===== src/rtl/parity_stream_pkg.sv =====
// Shared types and constants for the streaming parity generator/checker.
package parity_stream_pkg;

  // Frame sequencing states
  typedef enum logic [1:0] {
    IDLE    = 2'd0,
    DATA    = 2'd1,
    GEN_TRL = 2'd2,
    CHK_TRL = 2'd3
  } state_t;

  // ctrl encoding
  localparam logic MODE_GEN = 1'b0;
  localparam logic MODE_CHK = 1'b1;

  // odd_sel encoding
  localparam logic PAR_EVEN = 1'b0;
  localparam logic PAR_ODD  = 1'b1;

endpackage


===== src/rtl/parity_bit_calc.sv =====
// Combinational parity bit: word plus par has an even (odd=0) or odd (odd=1)
// number of ones.
module parity_bit_calc #(
  parameter int DATA_W = 8
) (
  input  logic [DATA_W-1:0] word,
  input  logic              odd,
  output logic              par
);

  assign par = (^word) ^ odd;

endmodule


===== src/rtl/parity_stream_gen_check.sv =====
// Streaming parity generator/checker with a per-frame LRC trailer beat.
// Handshake: a beat transfers on a rising edge where valid & ready are both 1;
// valid never depends on ready, and while out_valid=1 and out_ready=0 every
// out_* field holds stable.
module parity_stream_gen_check
  import parity_stream_pkg::*;
#(
  parameter int DATA_W    = 8,
  parameter int FRAME_LEN = 4,
  parameter int ERR_CNT_W = 8
) (
  input  logic                 clk,
  input  logic                 rst,
  input  logic                 ctrl,
  input  logic                 odd_sel,
  input  logic                 in_valid,
  output logic                 in_ready,
  input  logic [DATA_W-1:0]    in_data,
  input  logic                 in_par,
  output logic                 out_valid,
  input  logic                 out_ready,
  output logic [DATA_W-1:0]    out_data,
  output logic                 out_par,
  output logic                 out_lrc,
  output logic                 word_err,
  output logic                 frame_err,
  input  logic                 clr_cnt,
  output logic [ERR_CNT_W-1:0] err_cnt
);

  localparam int CNT_W = $clog2(FRAME_LEN + 1);

  state_t            state;
  logic              mode_chk;
  logic              mode_odd;
  logic [DATA_W-1:0] lrc;
  logic [CNT_W-1:0]  cnt;

  logic              out_free;
  logic              accept;
  logic              eff_chk;
  logic              eff_odd;
  logic              word_par;
  logic              lrc_par;
  logic [DATA_W-1:0] lrc_next;
  logic [CNT_W-1:0]  cnt_next;
  logic              last_word;
  logic              load_trl;

  logic              ld;
  logic [DATA_W-1:0] ld_data;
  logic              ld_par;
  logic              ld_lrc;
  logic              ld_werr;
  logic              ld_ferr;

  // Output register can take a new beat when empty or being drained this cycle
  assign out_free = !out_valid || out_ready;
  assign in_ready = !rst && (state != GEN_TRL) && out_free;
  assign accept   = in_valid && in_ready;

  // In IDLE the mode inputs apply directly to the first word of the frame
  assign eff_chk = (state == IDLE) ? ctrl    : mode_chk;
  assign eff_odd = (state == IDLE) ? odd_sel : mode_odd;

  assign lrc_next  = (state == IDLE) ? in_data : (lrc ^ in_data);
  assign cnt_next  = (state == IDLE) ? CNT_W'(1) : (cnt + CNT_W'(1));
  assign last_word = (cnt_next == CNT_W'(FRAME_LEN));
  assign load_trl  = (state == GEN_TRL) && out_free;

  parity_bit_calc #(.DATA_W(DATA_W)) u_word_par (
    .word (in_data),
    .odd  (eff_odd),
    .par  (word_par)
  );

  parity_bit_calc #(.DATA_W(DATA_W)) u_lrc_par (
    .word (lrc),
    .odd  (mode_odd),
    .par  (lrc_par)
  );

  // Next output-register contents for a generated trailer or an accepted beat
  always_comb begin
    ld      = 1'b0;
    ld_data = '0;
    ld_par  = 1'b0;
    ld_lrc  = 1'b0;
    ld_werr = 1'b0;
    ld_ferr = 1'b0;
    if (load_trl) begin
      ld      = 1'b1;
      ld_data = lrc;
      ld_par  = lrc_par;
      ld_lrc  = 1'b1;
    end else if (accept) begin
      ld      = 1'b1;
      ld_data = in_data;
      if (state == CHK_TRL) begin
        // Received LRC beat: its parity bit carries no meaning, only echoed
        ld_par  = in_par;
        ld_lrc  = 1'b1;
        ld_ferr = (in_data != lrc);
      end else if (eff_chk == MODE_CHK) begin
        ld_par  = in_par;
        ld_werr = (in_par != word_par);
      end else begin
        ld_par  = word_par;
      end
    end
  end

  // Frame FSM, LRC accumulator, word counter and output register
  always_ff @(posedge clk) begin
    if (rst) begin
      state     <= IDLE;
      mode_chk  <= MODE_GEN;
      mode_odd  <= PAR_EVEN;
      lrc       <= '0;
      cnt       <= '0;
      out_valid <= 1'b0;
      out_data  <= '0;
      out_par   <= 1'b0;
      out_lrc   <= 1'b0;
      word_err  <= 1'b0;
      frame_err <= 1'b0;
    end else begin
      if (ld) begin
        out_valid <= 1'b1;
        out_data  <= ld_data;
        out_par   <= ld_par;
        out_lrc   <= ld_lrc;
        word_err  <= ld_werr;
        frame_err <= ld_ferr;
      end else if (out_ready) begin
        out_valid <= 1'b0;
      end

      case (state)
        IDLE, DATA: begin
          if (accept) begin
            if (state == IDLE) begin
              mode_chk <= ctrl;
              mode_odd <= odd_sel;
            end
            lrc <= lrc_next;
            cnt <= cnt_next;
            if (last_word) begin
              state <= (eff_chk == MODE_CHK) ? CHK_TRL : GEN_TRL;
            end else begin
              state <= DATA;
            end
          end
        end
        GEN_TRL: begin
          if (out_free) begin
            lrc   <= '0;
            cnt   <= '0;
            state <= IDLE;
          end
        end
        CHK_TRL: begin
          if (accept) begin
            lrc   <= '0;
            cnt   <= '0;
            state <= IDLE;
          end
        end
        default: state <= IDLE;
      endcase
    end
  end

  // Saturating error counter; clear takes priority over a same-cycle event
  always_ff @(posedge clk) begin
    if (rst || clr_cnt) begin
      err_cnt <= '0;
    end else if (ld && (ld_werr || ld_ferr) && (err_cnt != {ERR_CNT_W{1'b1}})) begin
      err_cnt <= err_cnt + ERR_CNT_W'(1);
    end
  end

endmodule


===== config.mk =====
export PLATFORM = sky130hd
export DESIGN_NAME = parity_stream_gen_check
export DESIGN_NICKNAME = d
export VERILOG_FILES = /design/src/rtl/parity_stream_pkg.sv /design/src/rtl/parity_bit_calc.sv /design/src/rtl/parity_stream_gen_check.sv
export SDC_FILE = /design/constraint.sdc
export NUM_CORES = 1
export LEC_CHECK = 0
export ABC_AREA = 0
export ABC_CLOCK_PERIOD_IN_PS = 3100
export BUFFER_PORTS_ARGS = -buffer_cell sky130_fd_sc_hd__buf_2
export CELL_PAD_IN_SITES_DETAIL_PLACEMENT = 0
export CELL_PAD_IN_SITES_GLOBAL_PLACEMENT = 1
export CORE_MARGIN = 2
export CORE_UTILIZATION = 41
export CTS_CLUSTER_DIAMETER = 120
export DETAILED_ROUTE_END_ITERATION = 8
export PLACE_DENSITY = 0.75
export SLEW_MARGIN = 25
export SYNTH_ARGS = -nofsm -noshare
export SYNTH_HDL_FRONTEND = slang
export SYNTH_SLANG_ARGS = --single-unit

===== constraint.sdc =====
create_clock -name clk -period 3.1 [get_ports clk]
set_input_delay 0.62 -clock clk [delete_from_list [all_inputs] [get_ports clk]]
set_output_delay 0.62 -clock clk [all_outputs]
set_load 0.1 [all_outputs]

==> results.cfg <==
[die]
rows = 26
dieArea_sq_mm = 0.005816
io_pins = 38
chipWidth_um = 76.26
die_y_um = 76.26
start_util_pct = 42.18
core-area_sq_mm = 0.005075

[drt]
wirelength_um = 4835
dr_total_vias = 1824
drc = 0
avgRoutedWirePerCell_um = 13.54
drtPass1Iterations = 4
ant_nets = 0
drt_iter0_drc = 143
viasPerCell = 5.109

[yosys]
synth_cell_types = 44
synth_top_flop_cell = dfxtp_1
synth_top_area_share_pct = 33.66
synth_top_area_cell = dfxtp_1
synthTopCellsByCount = 41 x a21oi_1, 36 x dfxtp_1, 25 x nand2_1, 25 x nor2_1, 17 x xor2_1
synthCells = 259
synthArstFlopShare_pct = 0
syn-num-nets = 277
synth_warnings = 0
ys_ff_latch = 36
synth_most_common_cell = a21oi_1
synth_top_cells_by_area = dfxtp_1 34%, a21oi_1 9.6%, xor2_1 7.0%, xnor2_1 5.3%, nand2_1 4.4%
synth_edf_count = 0
syn_area_per_cell_sq_um = 8.266
ys_seq_area_share_pct = 33.66
syn-cell-area_sq_mm = 0.002141

[clock_tree]
h-tree-depth = 2
cts_tree = built
ctsResizeCount = 0
cts_buffers = 5
cts_buffer_depth = 2
cts_hold_buf = 0
cts_sinks = 36
clock_latency_ns = 0.29
cts_setup_buffers = 0
path_clk_slew_ns = 0.07
root_buffer = clkbuf_8

[final_layout]
area_growth_pct = 14.03
drive_gt1_share_pct = 22.30
nNetsFinal = 305
regArea_sq_um = 720.7
fillers = 538
diodes = 0
multi_input_area_sq_mm = 0.001291

[sta]
skew_ns = 0.01292
fin_ws_ns = 0.8245
fin_crit_sh_pct = 73.40
slew_headroom_pct = 67.99
fin_setup_tns_ns = 0
hold_viol_final = 0
setup_viol = 0
clock.fmax_ghz = 0.4395
slew_viol_final = 0
tightest_slew_ns = 0.4791
fin_crit_ns = 2.275
grt_setup_unrepaired = false

[global_routing]
grt_pass1_wl_um = 8059
antenna_found_initial = 0
grt_usage_pct = 17.26
gr-total-overflow = 0
grt_pass1_vias = 1607
grt_max_degree = 28

[setup_path]
reg2reg_depth = 6
r2r_start = state[0]
crit_type = in2reg
crit_chain = buf_2, xor2_2, xnor2_1, xnor2_1, xnor3_2, a21boi_4, or4_1, a21oi_1
required_ns = 3.31
cpPeakStageDelay_ns = 0.51
crit_fanout = 16
crit_top_cell = xnor2_1
r2r_setup_slack_ns = 0.97
cp_slowest_cell = or4_1
worstPathArrival_ns = 2.49
rr_endpoint = err_cnt[7]
end_kind = flop
start_kind = input port

[worst_hold_path]
holdPathEnd = out_data[1]
hp-start = out_data[1]
whs_path_depth = 2
hp-class = reg2reg

[pwr]
p_leak_nw = 0.9912
pwr_density_cell_mw_per_mm2 = 477.5
ir_worst_vdd_mv = 0.2330

[placed_design]
portBuffers = 37
hpwlAfterDp_um = 3328
place_ws_ns = 0.5273
place_congestion = 0.7839

[status]
outcome = completed

[flow_run]
cap_violations = 0
## worst max-delay path: cells and delay by family
family          cells  cell delay [ns]
compound gates      2             0.27
xor+xnor            4             0.94
buf+inv             1             0.15
simple gates        1             0.51
## state kept, by name (all words and copies together), names as in the netlist
signal,count
cnt,3
word_err,1
err_cnt,8
out_par,1
out_data,8
mode_chk,1
lrc,8
out_lrc,1
mode_odd,1
out_valid,1
state,2
frame_err,1
## final cells by class
cell class | instances | share of cell area [%]
sequential | 36 | 29.52
clock buffer | 7 | 3.947
timing repair buffer | 44 | 9.739
multi-input combinational | 198 | 52.90
tap | 70 | 3.588
inverter | 2 | 0.3075
## cells by family after synthesis
family,count (synthesis),share of synthesized area (%)
AO/OA/AOI/OAI,68,19.40
flip-flops,36,33.66
multiplexers,3,1.461
buffers and inverters,25,6.546
AND/OR/NAND/NOR,91,22.09
XOR/XNOR,34,15.66
adder cells (fa/ha/maj),2,1.169
## per-stage QoR
| step | cells | total power [W] | area (sq um) | hold WS [ns] | utilization, % |
|---|---|---|---|---|---|
| floorplan | 259 | 0.0007672 | 2152 | 0.4356 | - |
| global placement | 350 | 0.0008109 | 2345 | 0.4401 | 46.20 |
| detailed placement | 350 | 0.0008119 | 2345 | 0.4472 | 46.20 |
| CTS | 357 | 0.001182 | 2441 | 0.4590 | 48.10 |
| global route | 357 | 0.001235 | 2441 | 0.4731 | 48.10 |
| finish | 357 | 0.001166 | 2441 | 0.4574 | 48.10 |
## where the power goes
group,internal [W],switching [W]
registers,0.000483,0.0000236
logic,0.000112,0.000182
clock network,0.000198,0.000167
## metal layers
layer	part of all wire (%)	GRT usage, %
met1	52	25.09
met5	0	0
met4	1.3	6.545
met3	4.1	4.028
met2	42	24.69
## worst max-delay path by stage
stage | from | endpoint
floorplan | out_valid | err_cnt[3]
global placement | in_data[0] | err_cnt[4]
detailed placement | in_data[0] | err_cnt[5]
CTS | in_data[0] | err_cnt[7]
global route | in_data[0] | err_cnt[7]
finish | in_data[0] | err_cnt[7]
## cell usage in the layout, fill, tap and decap left out, types with 2 or more instances in the layout
master	Yosys	final
a211oi_1	2	2
a21oi_1	41	41
a22oi_1	9	9
and3_1	4	4
buf_2	4	37
buf_4	5	7
clkbuf_8	0	7
dfxtp_1	36	36
ha_1	2	2
inv_1	2	2
mux2i_1	2	2
nand2_1	25	25
nand3_1	8	8
nand3b_1	8	8
nor2_1	25	25
nor2b_1	4	4
nor3b_1	2	2
o21ai_0	3	3
o21ai_1	2	2
o31ai_1	4	4
o41ai_1	2	2
or2_2	2	2
or4_1	4	4
xnor2_1	13	13
xnor2_2	2	2
xor2_1	17	17
No activity file was read; power rests on OpenSTA's default activity.
